`src/rtl/axis_egress.sv`:
```
// Egress skid stage: internal AXI stream to external AXI stream, plus per-link frame statistics.
// Latency: 1 cycle from input accept to m_* valid; full throughput when the sink keeps m_tready high.
// Backpressure: s_tready is a flop (!skid valid); one extra beat is absorbed in SKID when the sink stalls.
module axis_egress #(
  parameter int DATA_WIDTH = 64,
  parameter int USER_WIDTH = 1,
  parameter int CNT_WIDTH  = 32
) (
  input  logic                  clk,
  input  logic                  rst_n,
  input  logic [DATA_WIDTH-1:0] s_tdata,
  input  logic                  s_tvalid,
  output logic                  s_tready,
  input  logic                  s_tlast,
  input  logic [USER_WIDTH-1:0] s_tuser,
  output logic [DATA_WIDTH-1:0] m_tdata,
  output logic                  m_tvalid,
  input  logic                  m_tready,
  output logic                  m_tlast,
  output logic [USER_WIDTH-1:0] m_tuser,
  output logic [CNT_WIDTH-1:0]  stat_pkt_count,
  output logic [CNT_WIDTH-1:0]  stat_err_count,
  output logic [CNT_WIDTH-1:0]  stat_beat_count,
  output logic                  in_frame
);

  // Output register (OUT)
  logic                  out_vld_q,  out_vld_d;
  logic [DATA_WIDTH-1:0] out_dat_q,  out_dat_d;
  logic                  out_last_q, out_last_d;
  logic [USER_WIDTH-1:0] out_user_q, out_user_d;

  // Skid register (SKID)
  logic                  skid_vld_q,  skid_vld_d;
  logic [DATA_WIDTH-1:0] skid_dat_q,  skid_dat_d;
  logic                  skid_last_q, skid_last_d;
  logic [USER_WIDTH-1:0] skid_user_q, skid_user_d;

  // Registered upstream ready
  logic                  s_rdy_q, s_rdy_d;

  // Statistics
  logic [CNT_WIDTH-1:0]  pkt_cnt_q,  pkt_cnt_d;
  logic [CNT_WIDTH-1:0]  err_cnt_q,  err_cnt_d;
  logic [CNT_WIDTH-1:0]  beat_cnt_q, beat_cnt_d;
  logic                  in_frame_q, in_frame_d;

  logic in_hs;
  logic out_hs;

  assign in_hs  = s_tvalid && s_rdy_q;
  assign out_hs = out_vld_q && m_tready;

  // Steer accepted beats into OUT or SKID and refill OUT from SKID as the sink drains.
  always_comb begin
    out_vld_d   = out_vld_q;
    out_dat_d   = out_dat_q;
    out_last_d  = out_last_q;
    out_user_d  = out_user_q;
    skid_vld_d  = skid_vld_q;
    skid_dat_d  = skid_dat_q;
    skid_last_d = skid_last_q;
    skid_user_d = skid_user_q;

    if (out_hs) begin
      if (skid_vld_q) begin
        // SKID is older than anything upstream; no input is accepted while it is full.
        out_vld_d  = 1'b1;
        out_dat_d  = skid_dat_q;
        out_last_d = skid_last_q;
        out_user_d = skid_user_q;
        skid_vld_d = 1'b0;
      end else if (in_hs) begin
        out_vld_d  = 1'b1;
        out_dat_d  = s_tdata;
        out_last_d = s_tlast;
        out_user_d = s_tuser;
      end else begin
        out_vld_d  = 1'b0;
      end
    end else if (!out_vld_q) begin
      // OUT empty implies SKID empty, so the beat goes straight to OUT.
      if (in_hs) begin
        out_vld_d  = 1'b1;
        out_dat_d  = s_tdata;
        out_last_d = s_tlast;
        out_user_d = s_tuser;
      end
    end else if (in_hs) begin
      // OUT stalled: park the beat that was already promised by s_tready.
      skid_vld_d  = 1'b1;
      skid_dat_d  = s_tdata;
      skid_last_d = s_tlast;
      skid_user_d = s_tuser;
    end

    s_rdy_d = !skid_vld_d;
  end

  // Count external beats, frames and errored frames; track position within a frame.
  always_comb begin
    pkt_cnt_d  = pkt_cnt_q;
    err_cnt_d  = err_cnt_q;
    beat_cnt_d = beat_cnt_q;
    in_frame_d = in_frame_q;
    if (out_hs) begin
      beat_cnt_d = beat_cnt_q + CNT_WIDTH'(1);
      in_frame_d = !out_last_q;
      if (out_last_q) begin
        pkt_cnt_d = pkt_cnt_q + CNT_WIDTH'(1);
        if (out_user_q[0]) begin
          err_cnt_d = err_cnt_q + CNT_WIDTH'(1);
        end
      end
    end
  end

  // State registers; reset discards any beats in flight.
  always_ff @(posedge clk or negedge rst_n) begin
    if (!rst_n) begin
      out_vld_q   <= 1'b0;
      out_dat_q   <= '0;
      out_last_q  <= 1'b0;
      out_user_q  <= '0;
      skid_vld_q  <= 1'b0;
      skid_dat_q  <= '0;
      skid_last_q <= 1'b0;
      skid_user_q <= '0;
      s_rdy_q     <= 1'b0;
      pkt_cnt_q   <= '0;
      err_cnt_q   <= '0;
      beat_cnt_q  <= '0;
      in_frame_q  <= 1'b0;
    end else begin
      out_vld_q   <= out_vld_d;
      out_dat_q   <= out_dat_d;
      out_last_q  <= out_last_d;
      out_user_q  <= out_user_d;
      skid_vld_q  <= skid_vld_d;
      skid_dat_q  <= skid_dat_d;
      skid_last_q <= skid_last_d;
      skid_user_q <= skid_user_d;
      s_rdy_q     <= s_rdy_d;
      pkt_cnt_q   <= pkt_cnt_d;
      err_cnt_q   <= err_cnt_d;
      beat_cnt_q  <= beat_cnt_d;
      in_frame_q  <= in_frame_d;
    end
  end

  assign s_tready        = s_rdy_q;
  assign m_tvalid        = out_vld_q;
  assign m_tdata         = out_dat_q;
  assign m_tlast         = out_last_q;
  assign m_tuser         = out_user_q;
  assign stat_pkt_count  = pkt_cnt_q;
  assign stat_err_count  = err_cnt_q;
  assign stat_beat_count = beat_cnt_q;
  assign in_frame        = in_frame_q;

endmodule

```
`config.mk`:
```
export PLATFORM = sky130hd
export DESIGN_NAME = axis_egress
export DESIGN_NICKNAME = d
export VERILOG_FILES = /design/src/rtl/axis_egress.sv
export SDC_FILE = /design/constraint.sdc
export NUM_CORES = 1
export LEC_CHECK = 0
export CORE_UTILIZATION = 38
export CTS_CLUSTER_SIZE = 8
export DETAILED_ROUTE_END_ITERATION = 6
export HOLD_SLACK_MARGIN = 0.06
export PLACE_DENSITY_LB_ADDON = 0.2
export RECOVER_POWER = 100
export SLEW_MARGIN = 10
export SYNTH_ARGS = -nofsm -noshare
export SYNTH_HDL_FRONTEND = slang
export SYNTH_SLANG_ARGS = --single-unit
```
`constraint.sdc`:
```
create_clock -name clk -period 2.2 [get_ports clk]
set_input_delay 0.55 -clock clk [delete_from_list [all_inputs] [get_ports clk]]
set_output_delay 0.55 -clock clk [all_outputs]
set_load 0.05 [all_outputs]
```
Yosys cells after proc, flatten, opt, wreduce, memory -nomap -nowiden

Cells that the tools add are included.
W data, S select, Z words.

Reductions and logical operators: 7
Equal/unequal tests: 1
Add/sub/neg operators: 3
Multiplexer cells: 19
Bitwise logic cells: 1

Operator list:

| operator                | number |
|---|---|
| $mux W64                | 4 |
| $add A32 B1 Y32 const B | 3 |
| $mux W1                 | 15 |
| $reduce_and A3 Y1       | 2 |
| $logic_and A1 B1 Y1     | 2 |
| $logic_not A1 Y1        | 2 |
| $ne A2 B1 Y1 const B    | 1 |
| $reduce_and A2 Y1       | 1 |
| $not A1 Y1              | 1 |

Word-level logic and storage cells: 44
Input port bits: 70
Register bits after elaboration: 232

Logic depth before layout (Yosys ltp)

Gate-level depths: netlist of the first run.

Word-level depth: 5
Mapped depth: 7

Worst setup path after synthesis of the first run

OpenSTA, ideal clock, no wires.

Kind: flip-flop to flip-flop
Start point: register pkt_cnt_q[0], in the netlist stat_pkt_count[0]
End point: register pkt_cnt_q[28], in the netlist stat_pkt_count[28]
Data arrival time: 2097 ps
Cell stages (with the launch flop): 7
Clock period less this slack: 2180 ps
Required time: 2118 ps
Setup slack: 20 ps
Path buffers: 1
Cells stage by stage: dfrtp_1 > ha_1 > nand2_1 > or4_1 > buf_6 > nor4_2 > xor2_1

Word-level cells in the longest chain between the ends: 1

RTL lines:

| what                     | RTL line | text |
|---|---|---|
| start: declaration       | 43       | `logic [CNT_WIDTH-1:0] pkt_cnt_q, pkt_cnt_d;` |
| start signal: assignment | 144      | `pkt_cnt_q <= pkt_cnt_d;` |
| $add A32 B1 Y32          | 110      | `pkt_cnt_d = pkt_cnt_q + CNT_WIDTH'(1);` |

Every way passes these cells.
A chain may end at the register's enable or synchronous reset.

Worst setup path after layout of the first run

Start point: register err_cnt_q[19], in the netlist stat_err_count[19]
End point: output stat_err_count[19]

RTL lines:

| what                     | RTL line | text |
|---|---|---|
| start: declaration       | 44       | `logic [CNT_WIDTH-1:0] err_cnt_q, err_cnt_d;` |
| start signal: assignment | 145      | `err_cnt_q <= err_cnt_d;` |
| end: declaration         | 22       | `output logic [CNT_WIDTH-1:0] stat_err_count,` |

No word-level cell between the ends.

==> flow_summary.toml, run 1 <==
[clocking]
cts_num_sinks = 232
post_cts_buffers = 0
cts.path.max_buffers = 3
cts_tree = "done"
clkTransAtPathRegs_ns = 0.05
clkLatencyLatePin_ns = 0.49
cts_buffers = 34
h-tree-depth = 2
cts_root_buffer = "clkbuf_16"

[yosys]
syn_nets = 918
yosys-mux-area-fraction = 0.0780
ys_async_sr_fraction = 1.00
synth_xor_area_frac = 0.0829
synth-adder-area-share = 0.00382
yosysWarnings = 0
synth_most_common_cell = "dfrtp_1"
synth_edf_count = 0
synth-seq-cells = 232
synthFlopType = "dfrtp_1"
syn_inst = 845
synth.area.top_cells = "dfrtp_1, mux2_2, xnor2_1"
synth_top_family_by_area = "simple AND/OR/NAND/NOR gates"
netlist_area_um2 = 9820
yosys-top-cells-count = "dfrtp_1, nor2_1, mux2_2, a21oi_1, o22ai_1"
seq_area_frac_synth = 0.591
synth_simple_gate_area_frac = 0.142
synth_compound_area_frac = 0.0772
synth.top_cell.area_share = 0.591
synthDistinctLibCells = 33
synth_area_per_cell_um2 = 11.6
yosysTopAreaCell = "dfrtp_1"

[placement]
gp_congestion = 0.790
place_inst = 1408
dp_hpwl_mm = 16.6
port_buffers = 234

[floorplanning]
die_y_um = 163
rows = 58
ios = 235
initial_core_util = 0.389
core_area_um2 = 25300
fp.dieW_um = 163
die_area_um2 = 26500

[cells_and_area]
final_nets = 1188
drive_gt1_frac = 0.140
area_growth_pct = 34.6
stdcell_count = 1446
fin_util = 0.523
n_antenna_cell = 0

[timing]
min_period_ns = 2.07
timing.fmax_mhz = 482
hold_violations = 0
whs_ns = 0.468
finalSetupViolations = 0
fin_skew_ns = 0.00923
slew_viol_final = 0
tightest_slew_ns = 0.975
grt_setup_unrepaired = "false"
max_slew_margin = 0.350
finalCritPeriodShare = 0.942

[setup_path]
path_max_fanout = 7
crit_type = "reg -> out"
crit_chain = "dlygate4sd2_1"
reg2reg_slack_ns = 0.22
cp-start-kind = "flip-flop"
cpPeakStageDelay_ns = 0.57
path_buf_inv = 1
cp.required_ns = 1.65
cp_top_family = "buffers and inverters"
cpMaxStageDelayCell = "dlygate4sd2_1"
end_kind = "output port"
critPathArrivalTime_ns = 1.52

[run_status]
status = "finished, final reports clean"

[drt]
num_vias = 7519
drt_iter0_drc = 357
drc_errors = 0
vias_per_cell = 5.20
ant_nets = 0
routed_wirelength_mm = 25.3
wire_per_inst_um = 17.5
first_pass_iters = 4

[global_route]
grt_pass1_vias = 7659
grt_pass1_wl_mm = 41.5
grt_usage = 0.196
antenna_found_initial = 1
grt_max_degree = 67
overflow = 0

[power_and_ir_drop]
ir_drop_mv = 0.817
power.density_nw_per_um2 = 1400
leakage_uw = 0.00605

[job]
maxCapViolations = 0

[hold_path]
hp-class = "reg -> reg"
[sequential cells by signal (all words and copies together), names as in the netlist, 32 cells and up]
| register | cells |
|---|---|
| skid_dat_q | 64 |
| stat_pkt_count | 32 |
| m_tdata | 64 |
| stat_err_count | 32 |
| stat_beat_count | 32 |
[power by group]
part           total (uW)  internal [uW]  switching (uW)
registers            6590           5710             884
clock network        4650           2920            1730
logic                7220           2260            4960
[cell families (layout without fill, tap and decap cells)]
group / count (synthesis) / count (layout)
compound gates: 135 / 135
xor+xnor: 93 / 93
fa+ha+maj: 3 / 3
buf+inv: 58 / 329
flops: 232 / 232
mux: 68 / 68
simple gates: 256 / 256
[area by class of cell]
class                           instances  area (um^2)
Fill cell                            2388        12000
Sequential cell                       232         5810
Multi-Input combinational cell        555         3710
Timing Repair Buffer                  280         2320
Clock buffer                           37          926
Tap cell                              330          413
Inverter                               12         45.0
[placed cells by master (no fill, tap or decap), types with 6 or more instances in the layout]
cell type / n
o22ai_1: 66
xnor2_1: 61
and3_1: 21
dlygate4sd2_1: 129
nand4_1: 36
clkbuf_1: 39
mux2_2: 68
nand3_1: 37
inv_1: 12
dfrtp_1: 232
clkdlybuf4s50_1: 68
nor2_1: 82
nor4_1: 11
nand2_1: 29
a21oi_1: 67
clkbuf_2: 19
buf_12: 6
buf_4: 15
xor2_1: 32
clkbuf_16: 37
and4_1: 8
nor3_1: 17
[what timing repair did]
item,4_1_cts,5_1_grt
endpoints found under the hold margin,54,0
resized for setup,129,6
setup endpoints to repair,129,6
hold buffers,1,0
gates cloned,0,0
[path summary, 6_finish.rpt]
check | start | endpoint | cells past startpoint
max reg2reg | stat_pkt_count[1] | stat_pkt_count[28] | 6
max | stat_err_count[19] | stat_err_count[19] | 1
min reg2reg | stat_pkt_count[31] | stat_pkt_count[31] | 1
min | stat_pkt_count[31] | stat_pkt_count[31] | 1
min in group asynchronous | rst_n | stat_pkt_count[31] | 2
max in group asynchronous | rst_n | m_tdata[63] | 3
[per-stage QoR]
| stage | total power (uW) | setup TNS [ns] | worst slack, ns | area (um^2) |
|---|---|---|---|---|
| 5_1_grt | 19500 | 0 | 0.0359 | 13200 |
| 3_3_place_gp | 14500 | -17.99 | -0.278 | 12800 |
| 4_1_cts | 19000 | 0 | 0.0000306 | 13600 |
| 6_report | 18500 | 0 | 0.127 | 13200 |
| 3_5_place_dp | 14600 | -18.85 | -0.312 | 12800 |
| 2_1_floorplan | 11700 | 0 | 0.0203 | 9820 |
[routing by layer]
| layer | routed length (um) | global-route usage | share of wire |
|---|---|---|---|
| met1 | 11500 | 0.260 | 0.46 |
| met2 | 11400 | 0.310 | 0.45 |
| met3 | 1900 | 0.0578 | 0.075 |
| met4 | 438 | 0.0518 | 0.017 |
| met5 | 17 | 0 | 0.00067 |
Note: power is estimated with default switching activity, not from simulation.
==> run 2, diff against run 1 <==
CORE_MARGIN = 3   (was not set)
==> run 2 against run 1 <==
Clock power barely moved. Sequential power barely moved. Sequential share of layout area fell by 0.11 points. Combinational power rose by 1%. Cell count fell by 0.55%. Die area rose by 5.0%. Core utilization barely moved. Count of clock-buffer cells in the layout did not move. Non-clock buffer count fell by 8. Cell area rose by 0.26%. Total power rose by 0.53%. Via count barely moved. Critical path type is now in -> reg. Largest power group unchanged.
==> flow_summary.toml, run 2 (synthesis results as in run 1) <==
[clocking]
h-tree-depth = 2
cts_root_buffer = "clkbuf_16"
cts_tree = "done"
post_cts_buffers = 0
cts_num_sinks = 232
cts.path.max_buffers = 3
clkLatencyLatePin_ns = 0.49
clkTransAtPathRegs_ns = 0.05
cts_buffers = 34

[floorplanning]
initial_core_util = 0.388
core_area_um2 = 25300
fp.dieW_um = 167
rows = 58
die_area_um2 = 27800
ios = 235
die_y_um = 167

[job]
maxCapViolations = 0

[cells_and_area]
stdcell_count = 1438
area_growth_pct = 34.9
n_antenna_cell = 0
mostFrequentLayoutCell = "dfrtp_1"
multi_input_area_um2 = 3720
drive_gt1_frac = 0.145
fillers = 2350
layout_common_cells = "dfrtp_1, dlygate4sd2_1, nor2_1"
fin_util = 0.523
final_nets = 1180
regArea_um2 = 5810

[timing]
timing.fmax_mhz = 484
max_slew_margin = 0.0926
whs_ns = 0.465
fin_skew_ns = 0.0147
slew_viol_final = 0
hold_violations = 0
setup_ws_ns = 0.136
finalCritPeriodShare = 0.938
min_period_ns = 2.06
tightest_slew_ns = 1.36
grt_setup_unrepaired = "false"
finalSetupViolations = 0

[drt]
drt_iter0_drc = 380
ant_nets = 0
vias_per_cell = 5.23
first_pass_iters = 4
drc_errors = 0
num_vias = 7515
routed_wirelength_mm = 25.6
wire_per_inst_um = 17.8

[setup_path]
cp-start-kind = "input port"
path_max_fanout = 20
critPathArrivalTime_ns = 2.43
cpMaxStageDelayCell = "clkdlybuf4s50_1"
reg2reg_slack_ns = 0.19
crit_type = "in -> reg"
cp.required_ns = 2.57
end_kind = "flip-flop"
crit_chain = "clkdlybuf4s50_1 > buf_4 > nor2b_1 > nand3_1 > buf_2 > mux2_2"
cpPeakStageDelay_ns = 0.56

[power_and_ir_drop]
leakage_uw = 0.00605
clkPwrFrac = 0.251
p_seq_frac = 0.356
power.density_nw_per_um2 = 1400
p_total_uw = 18600
combPwrFrac = 0.393
ir_drop_mv = 0.828
p_sw_uw = 7630
p_int_uw = 10900
p_sw_frac = 0.411

[placement]
gp_congestion = 0.799
pre_cts_ws_ns = -0.321
place_inst = 1400
dp_hpwl_mm = 17.0
port_buffers = 234

[global_route]
grt_pass1_vias = 7859
grt_pass1_wl_mm = 42.3
grt_max_degree = 56
grt_usage = 0.183
overflow = 0
antenna_found_initial = 2

[hold_path]
hp-class = "reg -> reg"

[run_status]
status = "finished, final reports clean"
run 2: cell types whose count changed in the layout (fill, tap and decap cells not counted), moves of 2 or more:
cell / before / now
clkbuf_2: 19 / 16
clkbuf_1: 39 / 32
buf_4: 15 / 13
buf_2: 0 / 3
buf_12: 6 / 10
dlygate4sd2_1: 129 / 125
run 2: layer usage:
metal / vias to the layer above / routed length [um] / global-route usage
met4: 4 / 441 / 0.0452
li1: 3536 / - / -
met5: - / 23 / 0
met2: 197 / 11500 / 0.283
met3: 39 / 2150 / 0.0667
met1: 3739 / 11400 / 0.248
run 2: path summary, 6_finish.rpt:
check,end,from,cells past startpoint
setup / recovery,skid_dat_q[62],m_tready,6
setup reg to reg,stat_pkt_count[26],stat_pkt_count[0],6
max in group asynchronous,m_tdata[12],rst_n,3
hold / removal,stat_err_count[31],stat_err_count[31],1
min in group asynchronous,stat_pkt_count[18],rst_n,2
hold reg to reg,stat_err_count[31],stat_err_count[31],1
run 2: power by group through the flow:
stage               combinational (uW)  clock (uW)  sequential, uW
finish                            7290        4660            6600
global route                      7840        4990            6790
global placement                  7940           0            6620
detailed placement                8030           0            6660
CTS                               7680        4790            6610
floorplan                         2520           0            9160
run 2: metrics by stage:
step           setup TNS (ns)  instance area (um^2)
2_1_floorplan               0                  9820
3_3_place_gp           -16.08                 12800
3_5_place_dp           -15.97                 12800
4_1_cts                     0                 13600
5_1_grt                     0                 13300
6_report                    0                 13300
run 2: area by class of cell:
cell class | count | share of cell area
timing repair buffer | 272 | 0.176
clock buffer | 37 | 0.0699
inverter | 12 | 0.00340
tap | 330 | 0.0312
multi-input combinational | 555 | 0.281
sequential | 232 | 0.438
run 2: worst max-delay path: cells and delay by family:
| kind | cells | cell delay [ns] |
|---|---|---|
| AND/OR/NAND/NOR | 2 | 0.26 |
| buffers and inverters | 3 | 1.22 |
| multiplexers | 1 | 0.40 |
run 2: repair_timing:
action,CTS,global route
gates resized for setup,125,4
hold buffers,1,0
hold endpoints to repair,51,0
setup endpoints to repair,125,4
